$ cat src/rtl/sram_dma_engine_if.sv
// sram_dma_engine_if
//   Purpose: the single-port SRAM bus between the DMA engine (the initiator) and
//   the data SRAM.
//   Signals:
//     Address    [ADDR_W]  SRAM address              (engine -> SRAM)
//     SRAMRead             read strobe               (engine -> SRAM)
//     SRAMWrite            write strobe              (engine -> SRAM)
//     Datain     [DATA_W]  write data                (engine -> SRAM)
//     Dataout    [DATA_W]  read data, valid the cycle after the read edge
//                                                    (SRAM -> engine)
//   Modports: master = engine side, slave = SRAM side.
interface sram_dma_engine_if #(
    parameter int ADDR_W = 8,
    parameter int DATA_W = 8
);
    logic [ADDR_W-1:0] Address;
    logic              SRAMRead;
    logic              SRAMWrite;
    logic [DATA_W-1:0] Datain;
    logic [DATA_W-1:0] Dataout;

    modport master (
        output Address, SRAMRead, SRAMWrite, Datain,
        input  Dataout
    );

    modport slave (
        input  Address, SRAMRead, SRAMWrite, Datain,
        output Dataout
    );
endinterface

$ cat src/rtl/sram_dma_engine.sv
// sram_dma_engine
//   Purpose: initiator side of the single-port SRAM. It accepts one copy or fill
//   command and then sequences the SRAM accesses one byte at a time. A copy
//   moves length bytes from src_addr to dst_addr (read, then write, per byte,
//   strictly ascending). A fill writes fill_data into length bytes at dst_addr.
//   Addresses wrap modulo 2**ADDR_W. Lengths above 2**ADDR_W saturate.
//   Ports:
//     clk        rising-edge clock
//     Reset      asynchronous, active-high reset; aborts a running command
//                without a done pulse
//     start      command strobe, only sampled while idle
//     mode       0 = copy, 1 = fill (captured with start)
//     src_addr   copy source base (captured with start)
//     dst_addr   destination base (captured with start)
//     length     byte count 0..2**ADDR_W (captured with start)
//     fill_data  fill byte (captured with start)
//     busy       high while a command is in progress
//     done       one-cycle pulse when a command completes
//     count      bytes written so far. It holds after done until the next start.
//     sram       SRAM bus (master modport)
module sram_dma_engine #(
    parameter int ADDR_W = 8,
    parameter int DATA_W = 8,
    parameter int LEN_W  = ADDR_W + 1
) (
    input  logic                 clk,
    input  logic                 Reset,
    input  logic                 start,
    input  logic                 mode,
    input  logic [ADDR_W-1:0]    src_addr,
    input  logic [ADDR_W-1:0]    dst_addr,
    input  logic [LEN_W-1:0]     length,
    input  logic [DATA_W-1:0]    fill_data,
    output logic                 busy,
    output logic                 done,
    output logic [LEN_W-1:0]     count,
    sram_dma_engine_if.master    sram
);

    typedef enum logic [1:0] {
        IDLE,
        RD,
        WR,
        FIN
    } state_t;

    localparam logic [LEN_W-1:0] MAX_LEN = LEN_W'(2 ** ADDR_W);

    state_t              state;
    logic [ADDR_W-1:0]   src_q;
    logic [ADDR_W-1:0]   dst_q;
    logic [LEN_W-1:0]    len_q;
    logic [DATA_W-1:0]   fill_q;
    logic                mode_q;
    logic [LEN_W-1:0]    idx;
    logic [LEN_W-1:0]    idx_next;
    logic [LEN_W-1:0]    len_sat;
    logic [ADDR_W-1:0]   addr_q;
    logic                rd_q;
    logic                wr_q;

    assign idx_next = idx + LEN_W'(1);
    assign len_sat  = (length > MAX_LEN) ? MAX_LEN : length;

    assign sram.Address   = addr_q;
    assign sram.SRAMRead  = rd_q;
    assign sram.SRAMWrite = wr_q;

    // In copy mode the write data is the SRAM's own read register. It is valid
    // during the WR cycle and is held there because WR issues no read. So it is
    // passed straight through. Registering it would cost an extra cycle per
    // byte. The write strobe gates the data, so Datain is 0 whenever no write
    // is in progress, and also during reset.
    assign sram.Datain = wr_q ? (mode_q ? fill_q : sram.Dataout) : '0;

    // Command sequencer. The strobes, Address, busy and done for the next
    // cycle are registered here alongside the state transition.
    // A zero-length command goes to FIN with busy still high. FIN then spends
    // one cycle dropping busy and raising done. A command that made writes
    // reaches FIN with done already raised, so FIN only clears done and
    // returns to IDLE.
    always_ff @(posedge clk or posedge Reset) begin
        if (Reset) begin
            state  <= IDLE;
            src_q  <= '0;
            dst_q  <= '0;
            len_q  <= '0;
            fill_q <= '0;
            mode_q <= 1'b0;
            idx    <= '0;
            addr_q <= '0;
            rd_q   <= 1'b0;
            wr_q   <= 1'b0;
            busy   <= 1'b0;
            done   <= 1'b0;
            count  <= '0;
        end else begin
            case (state)
                IDLE: begin
                    done <= 1'b0;
                    rd_q <= 1'b0;
                    wr_q <= 1'b0;
                    if (start) begin
                        src_q  <= src_addr;
                        dst_q  <= dst_addr;
                        len_q  <= len_sat;
                        fill_q <= fill_data;
                        mode_q <= mode;
                        idx    <= '0;
                        count  <= '0;
                        busy   <= 1'b1;
                        if (len_sat == '0) begin
                            state <= FIN;
                        end else if (!mode) begin
                            state  <= RD;
                            rd_q   <= 1'b1;
                            addr_q <= src_addr;
                        end else begin
                            state  <= WR;
                            wr_q   <= 1'b1;
                            addr_q <= dst_addr;
                        end
                    end
                end

                RD: begin
                    state  <= WR;
                    rd_q   <= 1'b0;
                    wr_q   <= 1'b1;
                    addr_q <= dst_q + idx[ADDR_W-1:0];
                end

                WR: begin
                    idx   <= idx_next;
                    count <= count + LEN_W'(1);
                    wr_q  <= 1'b0;
                    if (idx_next == len_q) begin
                        state  <= FIN;
                        busy   <= 1'b0;
                        done   <= 1'b1;
                        addr_q <= '0;
                    end else if (!mode_q) begin
                        state  <= RD;
                        rd_q   <= 1'b1;
                        addr_q <= src_q + idx_next[ADDR_W-1:0];
                    end else begin
                        state  <= WR;
                        wr_q   <= 1'b1;
                        addr_q <= dst_q + idx_next[ADDR_W-1:0];
                    end
                end

                FIN: begin
                    rd_q <= 1'b0;
                    wr_q <= 1'b0;
                    if (busy) begin
                        busy <= 1'b0;
                        done <= 1'b1;
                    end else begin
                        done  <= 1'b0;
                        state <= IDLE;
                    end
                end

                default: begin
                    state <= IDLE;
                    busy  <= 1'b0;
                    done  <= 1'b0;
                    rd_q  <= 1'b0;
                    wr_q  <= 1'b0;
                end
            endcase
        end
    end

endmodule
$ cat src/flat_wrapper.sv
// flat-port wrapper written by rule: the top's interface ports become plain ports
module sram_dma_engine_flat 
#(
    parameter int ADDR_W = 8,
    parameter int DATA_W = 8,
    parameter int LEN_W  = ADDR_W + 1
)
  (clk, Reset, start, mode, src_addr, dst_addr, length, fill_data, busy, done, count, sram_Address, sram_SRAMRead, sram_SRAMWrite, sram_Datain, sram_Dataout);
  sram_dma_engine_if #(.ADDR_W(ADDR_W), .DATA_W(DATA_W)) sram_i ();
  input  logic clk;
  input  logic Reset;
  input  logic start;
  input  logic mode;
  input  logic [ADDR_W-1:0] src_addr;
  input  logic [ADDR_W-1:0] dst_addr;
  input  logic [LEN_W-1:0] length;
  input  logic [DATA_W-1:0] fill_data;
  output logic busy;
  output logic done;
  output logic [LEN_W-1:0] count;
  output wire logic [$bits(sram_i.Address)-1:0] sram_Address;
  output wire logic [$bits(sram_i.SRAMRead)-1:0] sram_SRAMRead;
  output wire logic [$bits(sram_i.SRAMWrite)-1:0] sram_SRAMWrite;
  output wire logic [$bits(sram_i.Datain)-1:0] sram_Datain;
  input wire logic [$bits(sram_i.Dataout)-1:0] sram_Dataout;
  assign sram_Address = sram_i.Address;
  assign sram_SRAMRead = sram_i.SRAMRead;
  assign sram_SRAMWrite = sram_i.SRAMWrite;
  assign sram_Datain = sram_i.Datain;
  assign sram_i.Dataout = sram_Dataout;
  sram_dma_engine #(.ADDR_W(ADDR_W), .DATA_W(DATA_W), .LEN_W(LEN_W)) u_core (.clk(clk), .Reset(Reset), .start(start), .mode(mode), .src_addr(src_addr), .dst_addr(dst_addr), .length(length), .fill_data(fill_data), .busy(busy), .done(done), .count(count), .sram(sram_i));
endmodule
$ cat config.mk
export PLATFORM = sky130hd
export DESIGN_NAME = sram_dma_engine_flat
export DESIGN_NICKNAME = d
export VERILOG_FILES = /design/src/rtl/sram_dma_engine_if.sv /design/src/rtl/sram_dma_engine.sv /design/src/flat_wrapper.sv
export SDC_FILE = /design/constraint.sdc
export NUM_CORES = 1
export LEC_CHECK = 0
export CORE_MARGIN = 4
export CORE_UTILIZATION = 58
export DETAILED_ROUTE_END_ITERATION = 8
export GPL_TIMING_DRIVEN = 0
export HOLD_SLACK_MARGIN = 0.03
export PLACE_DENSITY = 0.82
export SYNTH_ARGS = -nofsm -noshare
export SYNTH_HDL_FRONTEND = slang
export SYNTH_SLANG_ARGS = --single-unit
export TNS_END_PERCENT = 10
$ cat constraint.sdc
create_clock -name clk -period 6.8 [get_ports clk]
set_input_delay 0.68 -clock clk [delete_from_list [all_inputs] [get_ports clk]]
set_output_delay 0.68 -clock clk [all_outputs]
set_load 0.02 [all_outputs]
; ---- After elaboration in Yosys (flattened, before gate mapping)
; Index checks and enable logic that the tools add are counted.
[word_totals]
word_cells = 79
output_inout_bits = 29
in_bits = 45
register_bits = 66
[op_classes]
n_reduce_logical = 13
n_eq_ne = 10
magnitude_cmp = 1
mux = 37
addsub = 5
[op_table]
columns = op, n
row1 = two-way mux 8 bit, 7
row2 = one-hot mux 9 bit (2 select lines), 2
row3 = adder 8 bit, 3
row4 = one-hot mux 8 bit (3 select lines), 1
row5 = adder 9 x 1 -> 9 bit (second input constant), 2
row6 = two-way mux 9 bit, 2
row7 = two-way mux 1 bit, 14
row8 = two-way mux 2 bit, 6
row9 = != test 2 bit (second input constant), 5
row10 = AND reduction 2 bit, 5
row11 = == test 9 bit, 1
row12 = > comparator 9 bit (second input constant), 1
row13 = logical NOT 9 bit, 1
row14 = one-hot mux 1 bit (3 select lines), 3
row15 = one-hot mux 2 bit (4 select lines), 1
row16 = AND reduction 3 bit, 2
row17 = nonzero test 3 bit, 2
row18 = == test 2 bit (second input constant), 2
row19 = one-hot mux 1 bit (4 select lines), 1
row20 = == test 2 x 1 -> 1 bit (second input constant), 1
row21 = logical NOT 2 bit, 1
row22 = != test 2 x 1 -> 1 bit (second input constant), 1
row23 = nonzero test 2 bit, 1
row24 = OR reduction 2 bit, 1

; ---- Depth between registers and ports, before layout
[logic_depth]
ltp_word = 6
ltp_mapped = 12
ltp_nobuf = 11

; ---- Worst setup path after synthesis
; No wires, ideal clock.
[synth_path]
kind = register to register
startpoint = register u_core.mode_q
endpoint = register u_core.addr_q[7] (netlist: u_core.sram.Address[7])
path_slack_ns = 4.232
path_buffers = 1
t_arrival_ns = 2.424
stages_incl_launch_ff = 12
synth_period_minus_slack_ns = 2.568
setup_time_ns = 0.144
path_cell_list = dfrtp_1 -> buf_1 -> mux2i_1 -> inv_1 -> ha_1 -> a21oi_1 -> nor2b_1 -> o31a_1 -> o41ai_1 -> xnor2_1 -> a221oi_2 -> a211oi_2
[synth_via]
elab_chain_len = 3
[synth_lines]
columns = element, line
row1 = start: declaration, sram_dma_engine.sv:54  ; logic mode_q;
row2 = start signal: assignment, sram_dma_engine.sv:108  ; mode_q <= mode;
row3 = two-way mux 8 bit, sram_dma_engine.sv:142  ; end else if (!mode_q) begin
row4 = two-way mux 8 bit, sram_dma_engine.sv:137  ; if (idx_next == len_q) begin
row5 = one-hot mux 8 bit (3 select lines), sram_dma_engine.sv:98  ; case (state)
row6 = end signal: assignment, sram_dma_engine.sv:117  ; addr_q <= src_addr;
row7 = end signal: assignment, sram_dma_engine.sv:145  ; addr_q <= src_q + idx_next[ADDR_W-1:0];
row8 = end signal: assignment, sram_dma_engine.sv:149  ; addr_q <= dst_q + idx_next[ADDR_W-1:0];
row9 = end: declaration, sram_dma_engine.sv:58  ; logic [ADDR_W-1:0] addr_q;
; Every way passes these cells.
; A chain may end at the register's enable or synchronous reset.

; ---- Final worst setup path
; Same ends and word-level chain as after synthesis.

==> results.ini <==
[outcome]
status = finished, final reports clean

[clocking]
cts_max_level = 3
ctsResizeCount = 0
cts.sink_count = 66
hold_buffers = 0
tritoncts = yes
cts_setup_buffers = 0
clk_latency_ns = 0.36
root_buffer = clkbuf_8
path_clk_slew_ns = 0.07
cts_buffers = 9
clockBufferDepth = 2

[floorplanning]
die_area_um2 = 8900
start_util = 0.596
rows = 31
num_io_pins = 74
core-area_um2 = 7250
fp.dieH_um = 94.4
die_w_um = 94.4

[sta]
tns_ns = 0
rsz0062_at_grt = no
fin_crit_ns = 3.21
worstMarginPinSlew_ns = 0.734
fin_crit_sh = 0.472
max_freq_ghz = 0.311
slew_headroom = 0.511
slew_violations = 0
fin_skew_ns = 0.0134
finalHoldViolations = 0
finalWorstSetupSlack_ns = 3.59
setup_viol = 0
whs_ns = 0.506

[synth]
ys_seq_elements = 66
syn_area_um2 = 4330
synth_cell_types = 60
synth_warnings = 0
synth_fp_nets = 501
synth.yosys.seq_area_share = 0.382
synth-async-reset-ratio = 1.00
syn_avg_cell_area_um2 = 9.99
synth-edff-count = 0
syn_inst = 433
synth-main-ff-cell = dfrtp_1

[routing]
vias = 3633
dr.pass1.iters = 4
drtIter0Drc = 186
drcViolationCount = 0
wl_per_cell_um = 17.5
viasPerCell = 5.86
totalWireLength_um = 10900
ant_nets = 0

[setup_path]
arrival_ns = 3.42
cp-end-kind = register
cp-start-kind = register
worstPathMaxFanout = 10
worstSetupPathType = reg -> reg
rrSetupSlack_ns = 3.59
required_ns = 7.01

[pwr]
ir_drop_mv = 0.217
p_per_area_nw_per_um2 = 442
p_leak_nw = 2.32

[layout]
layout-drive-gt1-share = 0.148
antenna_cells = 0
post-route-cell-area_um2 = 5350
area_growth_pct = 23.7
layout.nets = 584

[worst_hold_path]
hold_path.class = reg -> reg

[placed_design]
post-place-ws_ns = 3.63
dpl.hpwl_um = 8050
gp_congestion = 0.867
io_buffers = 71
placed_area_um2 = 5180

[grt]
grt_pass1_wl_um = 17700
grt_use_total = 0.257
antenna_found_initial = 0
grt_pass1_vias = 3830
gr-total-overflow = 0
grt_max_degree = 35

[flow_run]
maxCapViolCount = 0

cell type report:
cell class                 count  area, µm²
buffer                        24        120
multi-input combinational    326       2490
clock buffer                  11        141
inverter                      17       63.8
sequential                    66       1650
tap                           99        124
fill                         552       1900
timing repair buffer          72        731
clock inverter                 5       30.0
power by group:
group	leakage (nW)	switching (W)	internal (W)
Clock	0.0851	0.000159	0.000140
Combinational	1.41	0.000759	0.000634
Sequential	0.825	0.000124	0.000551
Total	2.32	0.00104	0.00132
state kept, by name (all words and copies together), names as in the netlist:
register and flops:
u_core.sram.SRAMWrite 1, u_core.dst_q 8, u_core.fill_q 8, u_core.done 1, u_core.state 2, u_core.busy 1, u_core.mode_q 1, u_core.src_q 8
u_core.count 9, u_core.len_q 9, u_core.sram.SRAMRead 1, u_core.sram.Address 8, u_core.idx 9
metrics by stage:
stage	total power [W]	cells	utilization
6_report	0.00237	620	0.738
5_1_grt	0.00253	620	0.738
3_5_place_dp	0.00205	604	0.714
4_1_cts	0.00236	620	0.738
2_1_floorplan	0.00164	433	-
3_3_place_gp	0.00198	603	0.711
cells in the final DEF, fill, tap and decap left out, drive strengths merged, types with 6 or more instances in the layout:
cell	instances
clkdlybuf4s50	71
inv	17
o21ai	28
a21oi	17
a221oi	6
xor2	12
a22o	6
ha	21
clkbuf	26
nand2b	9
nand3	11
mux2	32
buf	10
dfrtp	66
nor2b	24
xnor2	15
nor2	28
nand2	35
nor3	6
a211oi	13
mux2i	13
kinds of logic (layout without fill, tap and decap cells):
| logic type | Yosys count | after routing | synth area share |
|---|---|---|---|
| AO/OA/AOI/OAI | 96 | 96 | 0.164 |
| AND/OR/NAND/NOR | 133 | 133 | 0.163 |
| XOR/XNOR | 29 | 29 | 0.0654 |
| flip-flops | 66 | 66 | 0.382 |
| buffers and inverters | 41 | 129 | 0.0425 |
| adder cells (fa/ha/maj) | 23 | 23 | 0.0700 |
| multiplexers | 45 | 45 | 0.113 |
synth_stat cells, types with 6 or more instances:
library cell,number,area share
a21oi_1,16,0.019
xnor2_1,15,0.030
nand2_1,35,0.030
ha_1,21,0.061
dfrtp_1,66,0.38
mux2i_1,13,0.030
mux2_2,32,0.083
clkbuf_1,14,0.012
a22o_1,6,0.012
a221oi_2,6,0.021
xor2_1,12,0.024
a211oi_1,8,0.014
nor2_1,28,0.024
nand2b_1,9,0.013
inv_1,17,0.015
nor3_1,6,0.0069
nand3_1,8,0.0093
nor2b_1,24,0.035
o21ai_0,25,0.029
final timing paths:
path                                        startpoint                            endpoint  depth (start not counted)
min reg2reg                u_core.src_q[6]$_DFFE_PP0P_         u_core.src_q[6]$_DFFE_PP0P_                          1
max in group asynchronous                        Reset         u_core.dst_q[3]$_DFFE_PP0P_                          3
max reg2reg                  u_core.mode_q$_DFFE_PP0P_  u_core.sram.Address[7]$_DFFE_PP0P_                         11
min                        u_core.src_q[6]$_DFFE_PP0P_         u_core.src_q[6]$_DFFE_PP0P_                          1
min in group asynchronous                        Reset    u_core.sram.SRAMRead$_DFFE_PP0P_                          2
max                          u_core.mode_q$_DFFE_PP0P_  u_core.sram.Address[7]$_DFFE_PP0P_                         11
critical path, stage by stage, from the launching register on:
cell,delay (ns)
dfrtp_1,0.39
buf_1,0.56
mux2i_1,0.41
inv_1,0.09
ha_1,0.28
a21oi_1,0.14
nor2b_1,0.08
o31a_1,0.26
o41ai_1,0.40
xnor2_1,0.14
a221oi_2,0.28
a211oi_2,0.05
metal layers:
metal / wire, µm / global-route usage / vias to the layer above
li1: - / - / 1706
met5: 0 / 0 / -
met1: 4410 / 0.312 / 1791
met3: 705 / 0.0486 / 17
met2: 5540 / 0.451 / 119
met4: 216 / 0.102 / 0
No activity file was read; power rests on OpenSTA's default activity.
